**config.mk**
```make
export PLATFORM = sky130hd
export DESIGN_NAME = branch_predictor
export DESIGN_NICKNAME = d
export VERILOG_FILES = /design/src/rtl/branch_predictor_pkg.sv /design/src/rtl/branch_predictor_sat_counter2.sv /design/src/rtl/branch_predictor.sv
export SDC_FILE = /design/constraint.sdc
export NUM_CORES = 2
export LEC_CHECK = 0
export BUFFER_PORTS_ARGS = -buffer_cell sky130_fd_sc_hd__buf_2
export CORE_MARGIN = 2
export CORE_UTILIZATION = 45
export CTS_BUF_LIST = sky130_fd_sc_hd__clkbuf_8
export DETAILED_ROUTE_END_ITERATION = 8
export GPL_TIMING_DRIVEN = 0
export MAX_ROUTING_LAYER = met4
export RECOVER_POWER = 50
export REMOVE_ABC_BUFFERS = 1
export SKIP_LAST_GASP = 1
export SYNTH_ARGS = -nofsm -noshare
export SYNTH_HDL_FRONTEND = slang
export SYNTH_SLANG_ARGS = --single-unit
```
**constraint.sdc**
```tcl
create_clock -name clk -period 5.5 [get_ports clk]
set_clock_uncertainty 0.2 [all_clocks]
set_input_delay 0.275 -clock clk [delete_from_list [all_inputs] [get_ports clk]]
set_output_delay 0.275 -clock clk [all_outputs]
set_load 0.01 [all_outputs]
```
**src/rtl/branch_predictor_pkg.sv**
```systemverilog
// Shared predictor types: 2-bit counter encoding
// and its saturating step function.
package branch_predictor_pkg;

  typedef enum logic [1:0] {
    SNT = 2'b00,
    WNT = 2'b01,
    WT  = 2'b10,
    ST  = 2'b11
  } cnt_t;

  function automatic cnt_t cnt_step(
    input cnt_t c,
    input logic up
  );
    if (up) return (c == ST) ? ST : cnt_t'(c + 2'd1);
    return (c == SNT) ? SNT : cnt_t'(c - 2'd1);
  endfunction

endpackage

```
**src/rtl/branch_predictor_sat_counter2.sv**
```systemverilog
// 2-bit saturating up/down counter, one per BTB
// entry; load forces WT on allocation.
module sat_counter2
  import branch_predictor_pkg::*;
(
  input  logic clk,
  input  logic rst,
  input  logic en_i,
  input  logic up_i,
  input  logic load_i,
  output cnt_t cnt_o
);

  cnt_t cnt_q, cnt_d;

  always_comb begin
    cnt_d = cnt_q;
    unique case (1'b1)
      load_i:  cnt_d = WT;
      en_i:    cnt_d = cnt_step(cnt_q, up_i);
      default: ;
    endcase
  end

  always_ff @(posedge clk or negedge rst) begin
    if (!rst) cnt_q <= WNT;
    else      cnt_q <= cnt_d;
  end

  assign cnt_o = cnt_q;

endmodule

```
**src/rtl/branch_predictor.sv**
```systemverilog
// Flop-based BTB with 2-bit counters, F->D->E
// prediction record and E-stage resolution.
module branch_predictor
  import branch_predictor_pkg::*;
#(
  parameter int IDX_W = 4,
  parameter int XLEN  = 32
) (
  input  logic            clk,
  input  logic            rst,
  input  logic [XLEN-1:0] pc_f,
  input  logic            stall_d,
  input  logic            flush_d,
  input  logic            flush_e,
  input  logic            ex_branch,
  input  logic            ex_taken,
  input  logic [XLEN-1:0] ex_target,
  output logic            pred_taken,
  output logic [XLEN-1:0] pred_target,
  output logic            mispredict,
  output logic [XLEN-1:0] redirect_pc
);

  localparam int N     = 1 << IDX_W;
  localparam int TAG_W = XLEN - IDX_W - 2;

  logic [N-1:0]      vld_q;
  logic [TAG_W-1:0]  tag_q [N];
  logic [XLEN-1:0]   tgt_q [N];
  cnt_t              cnt   [N];

  logic              d_vld_q, e_vld_q;
  logic [XLEN-1:0]   d_pc_q, e_pc_q;
  logic              d_pt_q, e_pt_q;
  logic [XLEN-1:0]   d_tgt_q, e_tgt_q;

  logic [IDX_W-1:0]  idx_f, idx_e;
  logic [TAG_W-1:0]  tag_f, tag_e;
  logic              hit_f, hit_e;
  logic [XLEN-1:0]   pc_e4;
  logic              upd_br, cnt_en, alloc, inval;

  assign idx_f = pc_f[IDX_W+1:2];
  assign tag_f = pc_f[XLEN-1:IDX_W+2];
  assign hit_f = vld_q[idx_f] &
                 (tag_q[idx_f] == tag_f);

  assign pred_taken  = hit_f &
                       (cnt[idx_f] inside {WT, ST});
  assign pred_target = pred_taken ? tgt_q[idx_f]
                                  : pc_f + XLEN'(4);

  always_ff @(posedge clk or negedge rst) begin
    if (!rst) begin
      d_vld_q <= 1'b0;
      e_vld_q <= 1'b0;
      d_pc_q  <= '0;
      e_pc_q  <= '0;
      d_pt_q  <= 1'b0;
      e_pt_q  <= 1'b0;
      d_tgt_q <= '0;
      e_tgt_q <= '0;
    end else begin
      if (flush_d)       d_vld_q <= 1'b0;
      else if (!stall_d) d_vld_q <= 1'b1;
      if (!stall_d) begin
        d_pc_q  <= pc_f;
        d_pt_q  <= pred_taken;
        d_tgt_q <= pred_target;
      end
      e_vld_q <= d_vld_q & ~flush_e;
      e_pc_q  <= d_pc_q;
      e_pt_q  <= d_pt_q;
      e_tgt_q <= d_tgt_q;
    end
  end

  // Second read port re-checks the entry at E time
  assign idx_e = e_pc_q[IDX_W+1:2];
  assign tag_e = e_pc_q[XLEN-1:IDX_W+2];
  assign hit_e = vld_q[idx_e] &
                 (tag_q[idx_e] == tag_e);
  assign pc_e4 = e_pc_q + XLEN'(4);

  always_comb begin
    mispredict  = 1'b0;
    redirect_pc = pc_e4;
    if (ex_branch) begin
      if (ex_taken) redirect_pc = ex_target;
      mispredict = e_vld_q &
        ((ex_taken != e_pt_q) |
         (ex_taken & e_pt_q &
          (ex_target != e_tgt_q)));
    end else begin
      mispredict = e_vld_q & e_pt_q;
    end
  end

  assign upd_br = e_vld_q & ex_branch;
  assign cnt_en = upd_br & hit_e;
  assign alloc  = upd_br & ~hit_e & ex_taken;
  assign inval  = e_vld_q & ~ex_branch &
                  e_pt_q & hit_e;

  always_ff @(posedge clk or negedge rst) begin
    if (!rst) begin
      vld_q <= '0;
      for (int i = 0; i < N; i++) begin
        tag_q[i] <= '0;
        tgt_q[i] <= '0;
      end
    end else begin
      if (alloc) begin
        vld_q[idx_e] <= 1'b1;
        tag_q[idx_e] <= tag_e;
      end
      if (inval) vld_q[idx_e] <= 1'b0;
      if (alloc | (cnt_en & ex_taken))
        tgt_q[idx_e] <= ex_target;
    end
  end

  for (genvar i = 0; i < N; i++) begin : g_cnt
    sat_counter2 u_cnt (
      .clk    (clk),
      .rst    (rst),
      .en_i   (cnt_en & (idx_e == IDX_W'(i))),
      .up_i   (ex_taken),
      .load_i (alloc & (idx_e == IDX_W'(i))),
      .cnt_o  (cnt[i])
    );
  end

endmodule

```
==> impl_metrics.csv <==
group,metric,value,unit
finish,fill_cells,10356,
floorplan,die-area,126000,um^2
detailed_routing,num_vias,35006,
timing,tightest_slew,3.52,ns
synthesis,synth.distinct_cells,67,
setup_path,crit_fanout,50,
floorplan,rows,128,
outcome,violations,"capacitance limit, slew limit",
finish,multi_input_area,26100,um^2
detailed_routing,wire_per_inst,29.8,um
power_and_ir_drop,p_sw,5.37,mW
synthesis,syn_area,55200,um^2
timing,rsz0062_at_grt,"no",
timing,hold_viol_final,0,
clock_network,cts_buffers,190,
setup_path,end_kind,"flop",
power_and_ir_drop,power_frac_clock,38.3,%
power_and_ir_drop,power_frac_seq,48.3,%
timing,period_share,99.2,%
synthesis,ys_seq_area_share,50.2,%
finish,utilization,51.9,%
placed_design,port_buffers,136,
global_routing,grt_pass1_vias,35930,
power_and_ir_drop,power_frac_comb,13.4,%
global_routing,antenna_found_initial,13,
detailed_routing,drc_errors,0,
floorplan,die_x,354,um
floorplan,io_pins,137,
finish,register_area,27800,um^2
power_and_ir_drop,power_density,308,nW/um^2
synthesis,synth_edf_count,0,
power_and_ir_drop,internal-power,14.1,mW
hold_path,hold_class,"in -> reg",
setup_path,startpoint_type,"flop",
setup_path,crit_arrival,6.03,ns
finish,area_growth,14.5,%
timing,setup_viol,0,
detailed_routing,ant_nets,0,
power_and_ir_drop,p_leak,29.3,nW
finish,drive_gt1_share,42.6,%
synthesis,synthMuxAreaShare,37.2,%
floorplan,die_y,354,um
clock_network,clkTransAtPathRegs,0.06,ns
synthesis,synth_top_family_by_area,"multiplexers",
clock_network,cts_max_level,4,
flow_run,maxCapViolCount,6,
clock_network,insertion_delay,0.92,ns
power_and_ir_drop,switching_share,27.6,%
synthesis,synthAdderAreaFrac,0.136,%
synthesis,synth-simple-area-share,3.36,%
power_and_ir_drop,finalPower,19.5,mW
outcome,status,"finished, violations left",
setup_path,critPathKind,"reg -> reg",
power_and_ir_drop,ir_worst_vdd,0.000261,V
synthesis,synth_xor_area_share,2.16,%
clock_network,clock-sinks,1108,
synthesis,ys_warn_count,0,
detailed_routing,drt_wl_total,170,mm
detailed_routing,drt_iter0_drc,3032,
detailed_routing,drt_first_pass_iters,5,
clock_network,clk_path_buf_depth,3,
floorplan,core,122000,um^2
synthesis,avgSynthCellArea,14.5,um^2
synthesis,ys_ff_latch,1108,
timing,slew-limit-headroom,-135,%
placed_design,gp_congestion,0.839,
detailed_routing,viasPerCell,6.11,
global_routing,grt_usage,28.2,%
global_routing,grt-ovfl-total,0,
synthesis,synth_ff_type,"dfrtp_1",
clock_network,cts_tree,"yes",
global_routing,grt_pass1_wl,251,mm
clock_network,cts_root_buf,"clkbuf_8",
timing,fin_crit,5.45,ns
finish,nets,4026,
timing,report.final.slew_viol_count,446,
synthesis,synth-compound-area-share,3.86,%
synthesis,syn_inst,3819,
timing,fmax,183,MHz
finish,layout_commonest_cell,"dfrtp_1",
floorplan,initial_core_util,45.4,%
synthesis,synthArstFlopShare,100,%
finish,final_cell_mix,"dfrtp_1, mux2_2, mux4_2",
global_routing,grt_max_degree,166,
setup_path,cp.required,6.07,ns
placed_design,dp_hpwl,109,mm
==> per-layer routing <==
| metal | track usage, % | part of all wire (%) | vias up |
|---|---|---|---|
| li1 | - | - | 14568 |
| met2 | 43.0 | 47 | 1160 |
| met5 | - | 0 | - |
| met4 | 8.74 | 2.8 | 0 |
| met3 | 5.54 | 6.6 | 283 |
| met1 | 38.3 | 43 | 18995 |
==> final timing paths <==
kind,start,endpoint,slack (ns),cells after the start
max reg2reg,e_pc_q[5]$_DFF_PN0_,tag_q[25]$_DFFE_PN0P_,0.05,14
max,e_pc_q[5]$_DFF_PN0_,tag_q[25]$_DFFE_PN0P_,0.05,14
max in group asynchronous,rst,e_pc_q[0]$_DFF_PN0_,0.79,5
min,pc_f[0],d_tgt_q[0]$_DFFE_PN0N_,0.10,4
min in group asynchronous,rst,d_pc_q[22]$_DFFE_PN0N_,1.36,4
min reg2reg,d_pc_q[30]$_DFFE_PN0N_,e_pc_q[30]$_DFF_PN0_,0.16,0
==> cell type report <==
class                      instances  area share [%]
multi-input combinational       2324            41.3
antenna                           15          0.0594
clock buffer                     236            5.14
tap                             1625            3.22
inverter                          28           0.206
timing repair buffer             297            5.38
sequential                      1108            43.9
clock inverter                    93           0.825
==> sequential cells by signal (all words and copies together) (netlist names) <==
| register | flops |
|---|---|
| e_tgt_q | 32 |
| tag_q | 416 |
| d_pt_q | 1 |
| g_cnt.u_cnt.cnt_o | 32 |
| d_tgt_q | 32 |
| d_vld_q | 1 |
| tgt_q | 512 |
| e_pt_q | 1 |
| d_pc_q | 32 |
| e_vld_q | 1 |
| e_pc_q | 32 |
| vld_q | 16 |
==> metrics by stage <==
stage	instance area, um^2	hold slack (ns)	worst slack [ns]	TNS, ns	instances
3_3_place_gp	56400	0.154	-21.35	-	5221
4_1_cts	63400	0.00620	0.000592	0	5710
3_5_place_dp	58500	-0.0247	-1.70	-237.24	5295
5_1_grt	63200	0.0666	0.0377	0	5719
2_1_floorplan	53700	-0.221	-2.87	-1625.09	3460
6_report	63200	0.100	0.0451	0	5726
==> cell families (layout without fill, tap and decap cells) <==
group	count (synthesis)	after routing
muxes	1499	1499
xor gates and xnor gates	136	136
buffers and inverters	387	654
other	0	15
adders and majority gates	6	6
DFF	1108	1108
and+or+nand+nor	376	376
AOI/OAI and AO/OA	307	307
==> what timing repair did <==
| item | CTS | global route |
|---|---|---|
| endpoints found under the setup margin | 495 | 106 |
| setup buffers | 7 | 1 |
| resized for setup | 30 | 4 |
| cloned | 4 | 0 |
| pin swaps | 0 | 1 |
| hold buffers | 75 | 0 |
| endpoints found under the hold margin | 751 | 0 |
==> cell usage after synthesis (all sizes together), types with 4 or more instances <==
cell | instances | area (um^2)
and3 | 11 | 68.8
a221oi | 7 | 67.6
mux4 | 340 | 7660
mux2i | 127 | 1270
or2 | 14 | 87.6
a21oi | 12 | 60.1
or4 | 6 | 45.0
o22ai | 26 | 163
buf | 131 | 721
nand2b | 7 | 43.8
clkbuf | 228 | 856
ha | 6 | 75.1
o2111ai | 4 | 35.0
o21bai | 16 | 120
nand2 | 128 | 480
a21o | 27 | 203
xnor2 | 89 | 780
a22oi | 55 | 413
nor2 | 82 | 328
o21ai | 83 | 415
nor3 | 17 | 136
nor2b | 11 | 68.8
mux2 | 1032 | 11600
inv | 28 | 105
nor4 | 7 | 43.8
dfrtp | 1092 | 27300
nand3 | 36 | 180
or3 | 5 | 31.3
a31oi | 6 | 37.5
o22a | 17 | 149
xor2 | 47 | 412
dfstp | 16 | 420
and2 | 13 | 81.3
nand4 | 31 | 194
a22o | 23 | 201
==> power groups by stage <==
stage / logic, mW / clock network (mW) / registers, mW
2_1_floorplan: 1.51 / 0 / 9.35
3_3_place_gp: 2.43 / 0 / 9.61
3_5_place_dp: 2.51 / 0 / 9.54
4_1_cts: 2.63 / 7.62 / 9.38
5_1_grt: 2.78 / 7.99 / 9.48
6_report: 2.61 / 7.46 / 9.40
==> worst max-delay path: stages (launching register included) <==
cell,delay [ns]
dfrtp_4,0.78
buf_16,0.40
mux4_2,0.39
mux2i_1,0.38
o21ai_0,0.13
o22ai_1,0.47
or4_1,0.24
or3_1,0.22
nor3_4,0.09
buf_16,0.18
buf_16,0.17
nor3_4,0.76
buf_8,0.29
buf_16,0.18
mux2_2,0.34
No activity file was read; power rests on OpenSTA's default activity.
